$ cat src/rtl/router_pkg.sv
// ---------------------------------------------------------------------------
// router_pkg
//   Shared definitions for the packet router control path.
//   - state_t      : router FSM state encoding
//   - ADDR_*       : header address constants carried on data_in[1:0]
// ---------------------------------------------------------------------------
package router_pkg;

    typedef enum logic [2:0] {
        DECODE_ADDRESS     = 3'd0,
        LOAD_FIRST_DATA    = 3'd1,
        LOAD_DATA          = 3'd2,
        WAIT_TILL_EMPTY    = 3'd3,
        FIFO_FULL_STATE    = 3'd4,
        LOAD_AFTER_FULL    = 3'd5,
        LOAD_PARITY        = 3'd6,
        CHECK_PARITY_ERROR = 3'd7
    } state_t;

    localparam logic [1:0] ADDR_0       = 2'b00;
    localparam logic [1:0] ADDR_1       = 2'b01;
    localparam logic [1:0] ADDR_2       = 2'b10;
    localparam logic [1:0] ADDR_INVALID = 2'b11;

endpackage

$ cat src/rtl/router_fsm.sv
// ---------------------------------------------------------------------------
// router_fsm
//   Control FSM of a 3-port packet router. Decodes the header address,
//   sequences header/payload/parity loads into the selected output FIFO,
//   stalls on FIFO full, and waits for a non-empty destination to drain
//   (optionally abandoning the packet after WAIT_TIMEOUT cycles).
//
// Parameters
//   WAIT_TIMEOUT    : max cycles spent in WAIT_TILL_EMPTY before the packet
//                     is dropped (0 = wait forever)
// Ports
//   clock, resetn             : clock (rising edge), async active-low reset
//   pkt_valid, data_in[1:0]   : source packet-valid and header address
//   fifo_full                 : selected output FIFO full
//   fifo_empty_0..2           : per-port FIFO empty
//   soft_reset_0..2           : per-port soft reset (from synchronizer)
//   parity_done, low_packet_valid : register-block status
//   detect_add, lfd_state, ld_state, laf_state, full_state : state decodes
//   write_enb_reg             : FIFO write enable
//   rst_int_reg               : clears register-block parity tracking
//   busy                      : back-pressure to source
//   drop_pkt                  : one-cycle pulse when a waiting packet is dropped
//
// All outputs are registered from the next-state value, so they present as
// pure decodes of the current state with no combinational input paths.
// ---------------------------------------------------------------------------
module router_fsm
    import router_pkg::*;
#(
    parameter int WAIT_TIMEOUT = 0
) (
    input  logic       clock,
    input  logic       resetn,
    input  logic       pkt_valid,
    input  logic [1:0] data_in,
    input  logic       fifo_full,
    input  logic       fifo_empty_0,
    input  logic       fifo_empty_1,
    input  logic       fifo_empty_2,
    input  logic       soft_reset_0,
    input  logic       soft_reset_1,
    input  logic       soft_reset_2,
    input  logic       parity_done,
    input  logic       low_packet_valid,
    output logic       detect_add,
    output logic       lfd_state,
    output logic       ld_state,
    output logic       laf_state,
    output logic       full_state,
    output logic       write_enb_reg,
    output logic       rst_int_reg,
    output logic       busy,
    output logic       drop_pkt
);

    // Counter wide enough to hold WAIT_TIMEOUT; at least one bit.
    localparam int CW = (WAIT_TIMEOUT < 1) ? 1 : $clog2(WAIT_TIMEOUT + 1);
    localparam logic [CW-1:0] CNT_MAX = '1;

    state_t        state;
    state_t        state_nxt;
    logic [1:0]    dest;
    logic [CW-1:0] wait_cnt;
    logic          drop_nxt;

    logic          empty_dest;   // fifo_empty of the latched destination
    logic          srst_dest;    // soft_reset of the latched destination
    logic          empty_addr;   // fifo_empty of the incoming header address
    logic          timeout_hit;

    always_comb begin
        empty_dest = fifo_empty_0;
        srst_dest  = soft_reset_0;
        case (dest)
            ADDR_1: begin
                empty_dest = fifo_empty_1;
                srst_dest  = soft_reset_1;
            end
            ADDR_2: begin
                empty_dest = fifo_empty_2;
                srst_dest  = soft_reset_2;
            end
            default: ;
        endcase
    end

    always_comb begin
        empty_addr = fifo_empty_0;
        case (data_in)
            ADDR_1:  empty_addr = fifo_empty_1;
            ADDR_2:  empty_addr = fifo_empty_2;
            default: ;
        endcase
    end

    // wait_cnt is 0 in the first WAIT cycle, so the Nth cycle sees N-1.
    assign timeout_hit = (WAIT_TIMEOUT > 0) && (int'(wait_cnt) + 1 >= WAIT_TIMEOUT);

    always_comb begin
        state_nxt = state;
        drop_nxt  = 1'b0;
        case (state)
            DECODE_ADDRESS: begin
                if (pkt_valid && data_in != ADDR_INVALID)
                    state_nxt = empty_addr ? LOAD_FIRST_DATA : WAIT_TILL_EMPTY;
            end
            WAIT_TILL_EMPTY: begin
                if (empty_dest) begin
                    state_nxt = LOAD_FIRST_DATA;
                end else if (timeout_hit) begin
                    state_nxt = DECODE_ADDRESS;
                    drop_nxt  = 1'b1;
                end
            end
            LOAD_FIRST_DATA: state_nxt = LOAD_DATA;
            LOAD_DATA: begin
                if (fifo_full)       state_nxt = FIFO_FULL_STATE;
                else if (!pkt_valid) state_nxt = LOAD_PARITY;
            end
            FIFO_FULL_STATE: begin
                if (!fifo_full) state_nxt = LOAD_AFTER_FULL;
            end
            LOAD_AFTER_FULL: begin
                if (parity_done)           state_nxt = DECODE_ADDRESS;
                else if (low_packet_valid) state_nxt = LOAD_PARITY;
                else                       state_nxt = LOAD_DATA;
            end
            LOAD_PARITY:        state_nxt = CHECK_PARITY_ERROR;
            CHECK_PARITY_ERROR: state_nxt = fifo_full ? FIFO_FULL_STATE : DECODE_ADDRESS;
            default:            state_nxt = DECODE_ADDRESS;
        endcase
        // Soft reset of the active destination aborts the packet from anywhere
        // except address decode, and suppresses a coincident drop pulse.
        if (state != DECODE_ADDRESS && srst_dest) begin
            state_nxt = DECODE_ADDRESS;
            drop_nxt  = 1'b0;
        end
    end

    always_ff @(posedge clock or negedge resetn) begin
        if (!resetn) begin
            state         <= DECODE_ADDRESS;
            dest          <= ADDR_0;
            wait_cnt      <= '0;
            drop_pkt      <= 1'b0;
            detect_add    <= 1'b1;
            lfd_state     <= 1'b0;
            ld_state      <= 1'b0;
            laf_state     <= 1'b0;
            full_state    <= 1'b0;
            write_enb_reg <= 1'b0;
            rst_int_reg   <= 1'b0;
            busy          <= 1'b0;
        end else begin
            state    <= state_nxt;
            drop_pkt <= drop_nxt;

            if (state == DECODE_ADDRESS && state_nxt != DECODE_ADDRESS)
                dest <= data_in;

            if (state_nxt == WAIT_TILL_EMPTY && state != WAIT_TILL_EMPTY)
                wait_cnt <= '0;
            else if (state == WAIT_TILL_EMPTY && wait_cnt != CNT_MAX)
                wait_cnt <= wait_cnt + 1'b1;

            detect_add    <= (state_nxt == DECODE_ADDRESS);
            lfd_state     <= (state_nxt == LOAD_FIRST_DATA);
            ld_state      <= (state_nxt == LOAD_DATA);
            laf_state     <= (state_nxt == LOAD_AFTER_FULL);
            full_state    <= (state_nxt == FIFO_FULL_STATE);
            rst_int_reg   <= (state_nxt == CHECK_PARITY_ERROR);
            write_enb_reg <= (state_nxt == LOAD_DATA) || (state_nxt == LOAD_AFTER_FULL) ||
                             (state_nxt == LOAD_PARITY);
            busy          <= !((state_nxt == DECODE_ADDRESS) || (state_nxt == LOAD_DATA));
        end
    end

endmodule

$ cat config.mk
export PLATFORM = sky130hd
export DESIGN_NAME = router_fsm
export DESIGN_NICKNAME = d
export VERILOG_FILES = /design/src/rtl/router_pkg.sv /design/src/rtl/router_fsm.sv
export SDC_FILE = /design/constraint.sdc
export NUM_CORES = 1
export LEC_CHECK = 0
export BUFFER_PORTS_ARGS = -buffer_cell sky130_fd_sc_hd__buf_4
export CORE_UTILIZATION = 25
export DETAILED_ROUTE_END_ITERATION = 8
export HOLD_SLACK_MARGIN = 0.05
export PLACE_DENSITY = 0.49
export SLEW_MARGIN = 20
export SYNTH_ARGS = -nofsm -noshare
export SYNTH_HDL_FRONTEND = slang
export SYNTH_SLANG_ARGS = --single-unit
$ cat constraint.sdc
create_clock -name clock -period 1.8 [get_ports clock]
set_input_delay 0.09 -clock clock [delete_from_list [all_inputs] [get_ports clock]]
set_output_delay 0.09 -clock clock [all_outputs]
set_load 0.005 [all_outputs]
======== Yosys cells after proc, flatten, opt, wreduce, memory -nomap -nowiden ========
Index checks and enable logic that the tools add are counted.
word-level totals
  flip-flop bits (word level) ............. 13
  input port bits ......................... 14
  output and inout bits ................... 9
operators by class
  equal/unequal tests ..................... 18
  multiplexer cells ....................... 14
  reduce and logical (&&, ||, !) cells .... 11
operators with widths
  cell                  count
  $mux W3               9
  $eq A3 B3 Y1 const B  8
  $pmux W3 S8           1
  $eq A3 B2 Y1 const B  3
  $eq A3 B1 Y1 const B  2
  $logic_not A3 Y1      2
  $pmux W1 S2           3
  $reduce_bool A3 Y1    2
  $eq A2 B1 Y1 const B  2
  $eq A2 B2 Y1 const B  2
  $logic_and A1 B1 Y1   3
  $logic_or A1 B1 Y1    3
  $mux W2               1
  $ne A2 B2 Y1 const B  1
  $logic_not A1 Y1      1

======== Depth between registers and ports, before layout ========
  depth in word-level cells ............... 9
  gate-level depth with buffers ........... 7

======== Least setup slack after synthesis ========
No wires, ideal clock.
  kind .................................... reg2reg
  from .................................... register dest[0]
  to ...................................... register laf_state
  library setup time ...................... 73 ps
  arrival ................................. 1521 ps
  setup slack ............................. 207 ps
  cell stages (with the launch flop) ...... 7
  buffers on the path ..................... 0
  clock period less this slack ............ 1593 ps
  path through ............................ dfrtp_1 -> inv_1 -> ha_1 -> a221oi_1 -> nor3_2 -> or3_1 -> nor2_1
between the ends
  word-level cells in the longest chain between the ends .. 6
  elaborated cells on any way between the ends .. 9
  those cells by class .................... eq/ne: 3; mux: 5; reduce/logical: 1
ends and longest elaborated chain
  what                                          line               RTL
  start, declared                               router_fsm.sv:62   logic [1:0] dest;
  start signal, assigned                        router_fsm.sv:159  dest <= data_in;
  $eq A2 B2 Y1 or $eq A2 B1 Y1 (tied branches)  router_fsm.sv:74   case (dest)
  $pmux W1 S2                                   router_fsm.sv:74
  $mux W3                                       router_fsm.sv:108  if (empty_dest) begin
  $pmux W3 S8                                   router_fsm.sv:102  case (state)
  $mux W3 (*)                                   router_fsm.sv:134  if (state != DECODE_ADDRESS && srst_dest) begin
  $eq A3 B3 Y1 (*)                              router_fsm.sv:169  laf_state <= (state_nxt == LOAD_AFTER_FULL);
  end signal, assigned                          router_fsm.sv:169
  end, declared                                 router_fsm.sv:48   output logic laf_state,
Mark *: on every way between the ends. The rest lies on a longest branch, timed or not.
A chain may end at the register's enable or synchronous reset.

======== Worst setup path in the final report ========
  from .................................... register dest[0]
  to ...................................... register write_enb_reg
between the ends
  word-level cells in the longest chain between the ends .. 8
  elaborated cells on any way between the ends .. 13
  those cells by class .................... eq/ne: 5; mux: 5; reduce/logical: 3
ends and longest elaborated chain
  what                                          line               RTL
  $eq A2 B2 Y1 or $eq A2 B1 Y1 (tied branches)  router_fsm.sv:74
  $pmux W1 S2                                   router_fsm.sv:74
  $mux W3                                       router_fsm.sv:108
  $pmux W3 S8                                   router_fsm.sv:102
  $mux W3 (*)                                   router_fsm.sv:134
  $eq A3 B2 Y1 or $eq A3 B3 Y1 (tied branches)  router_fsm.sv:172  write_enb_reg <= (state_nxt == LOAD_DATA) || (state_nxt == LOAD_AFTER_FULL) ||
  $logic_or A1 B1 Y1                            router_fsm.sv:172
  $logic_or A1 B1 Y1 (*)                        router_fsm.sv:172
  end signal, assigned                          router_fsm.sv:172
  end, declared                                 router_fsm.sv:50   output logic write_enb_reg,
Marked as above.

==> run summary <==
port bufs = 21
Async S/R FF share, synth = 1.000
reg2reg setup slack = 0.11 ns
first-pass GRT wire length = 2539 um
Post-synth EDFFs = 0
dpl cells = 127
Final min period = 1.686 ns
vias in the first global route = 610
clk_lat worst skew = 0.27 ns
final worst path period share = 0.9369
Largest Register = state
Syn-to-layout area delta = 33.33%
CTS Buf Count = 3
cell count after synthesis = 76
ys flop type = dfrtp_1
top flop regs = state (3), dest (2)
clock sink count = 13
CTS tree = done
HPWL Detailed = 1156 um
Peak VDD IR = 0.3152 mV
max-slew violations = 0
Syn Area/Cell = 9.829 sq um
first-pass iteration count of the detailed router = 6
I/O pin count = 23
Ant. Diodes = 0
MaxCap Viol Count = 0
crit-path cells = inv_1 -> ha_1 -> nor2_2 -> o211ai_4 -> or3_1 -> a21oi_2
GRT Util Overall = 0.1054
DR vias/cell = 4.556
fin area = 996.0 sq um
routability congestion estimate = 0.6579
Initial Util = 0.2663
Via Count = 606
PD cells = 1468 nW/um^2
reg2reg start = dest[0]
end of the worst hold path = dest[1]
Leak = 0.0004945 uW
CP arrival = 1.89 ns
Final Setup Violations = 0
sequential share of the synthesized area = 0.4372
final hold vios = 0
antenna-violating nets left = 0
crit-path leading delay family = simple AND/OR/NAND/NOR gates
failing checks = design-rule violations
skew final = 0.001362 ns
DR WL/cell = 11.18 um
fmax = 593.0 MHz
nets@finish = 122
DRC violations left = 4
Buf/Inv on CP = 1
Root Buffer = clkbuf_4
Synth Warn # = 0
synth unique cells = 31
worst-case clock buffer depth = 2
Crit Path Class = reg2reg
Post-Syn Nets = 95
final setup TNS = 0 ns
nature of the critical path startpoint = flop
area of the mapped netlist = 747.0 sq um
clock slew seen by the registers of the worst setup and hold paths = 0.07 ns
CP required = 2.00 ns
full die area = 3210 sq um
pre-CTS WS = 0.1066 ns
hold_sp = data_in[1]
1st-iter DRT viols = 24
number of flip-flops under the largest register name = 3
RSZ-0062 raised after global routing = false
WL final = 1487 um
slowest CP cell = or3_1
share of layout cells above drive strength 1 = 0.3627
status = finished, violations left
FF+latch count, synth = 13
Worst Slack Setup Final = 0.1135 ns
Finished Layout Cells = 133
H-tree depth = 1
Worst Setup End Kind = flop
Hold Path Stages = 3
die height = 56.66 um
Power, Total = 1462 uW
Area after DPL = 934.6 sq um
CORE AREA = 2805 sq um
hold crit path type = in2reg
Crit Path Max Fanout = 6
commonest non-fill, non-tap cell in the layout = buf_4
initial antenna violation count = 0
std cell rows = 19
FF-to-FF End = write_enb_reg
Worst Reg2Reg Path Length in Cells = 6
largest net degree at the start of global routing = 14
Die X = 56.66 um
Critical Path Max Stage Delay = 0.41 ns
most frequent cells in the layout = buf_4 (24), dfrtp_1 (12), nand2_1 (8), nor2_1 (6)
GRT overflow = 0
==> worst max path at each step <==
stage	start	to	depth (start not counted)
finish	dest[0]	write_enb_reg	6
global placement	state[0]	write_enb_reg	5
global route	dest[0]	full_state	6
CTS	dest[0]	write_enb_reg	6
detailed placement	dest[0]	write_enb_reg	6
floorplan	dest[0]	laf_state	6
==> cell families (layout without fill, tap and decap cells) <==
group                    after synthesis  after routing  synth area share
other                                  1              1          0.005020
AND/OR/NAND/NOR                       30             30            0.2194
flip-flops                            13             13            0.4372
buffers and inverters                  9             35           0.06197
AO/OA/AOI/OAI                         17             17            0.1809
adder cells (fa/ha/maj)                5              5           0.08375
XOR/XNOR                               1              1           0.01173
==> through the flow <==
step                        util  hold WS, ns
after floorplan                -      -0.2056
after global placement    0.3332     -0.06089
after detailed placement  0.3332     -0.05886
after CTS                 0.3461       0.1301
after global routing      0.3550       0.1730
final                     0.3550       0.1356
==> repair_timing <==
| item | in CTS | in global routing |
|---|---|---|
| endpoints found under the setup margin | 0 | 4 |
| buffers inserted | 0 | 1 |
| gates resized for setup | 0 | 4 |
| hold endpoints to repair | 13 | 0 |
| hold buffers | 1 | 0 |
==> Yosys cell counts, types with 2 or more instances <==
cell type | instances | share of area
nand2b_1 | 2 | 0.017
nand2_1 | 8 | 0.040
or3_1 | 2 | 0.017
nor3_2 | 2 | 0.027
nor2_1 | 7 | 0.035
inv_1 | 6 | 0.030
ha_1 | 5 | 0.084
a22oi_1 | 2 | 0.020
dfrtp_1 | 12 | 0.40
nor2b_1 | 5 | 0.042
o21ai_0 | 2 | 0.013
o21bai_1 | 2 | 0.020
a21oi_1 | 2 | 0.013
and3_1 | 2 | 0.017
==> worst reg2reg max path, cell delays in order (launching register included) <==
cell and delay [ns]:
dfrtp_1 0.37, inv_1 0.05, ha_1 0.35, nor2_2 0.19
o211ai_4 0.12, or3_1 0.41, a21oi_2 0.13
==> area by class of cell <==
class | instances | area (sq um)
sequential | 13 | 326.6
multi-input combinational | 54 | 391.6
tap | 31 | 38.79
fill | 297 | 1809
inverter | 6 | 22.52
clock buffer | 4 | 26.28
timing repair buffer | 25 | 190.2
==> layer usage <==
metal	global-route usage	share of wire	up-vias
met1	0.1230	0.43	276
li1	-	-	309
met3	0.01152	0.052	4
met5	0	0	-
met2	0.1786	0.49	17
met4	0.07500	0.027	0
==> where the power goes <==
part / switching [uW] / internal (uW)
Sequential: 89.2 / 410
Combinational: 396 / 394
Clock: 86.0 / 85.8
Power figures use the tool's default switching activity.
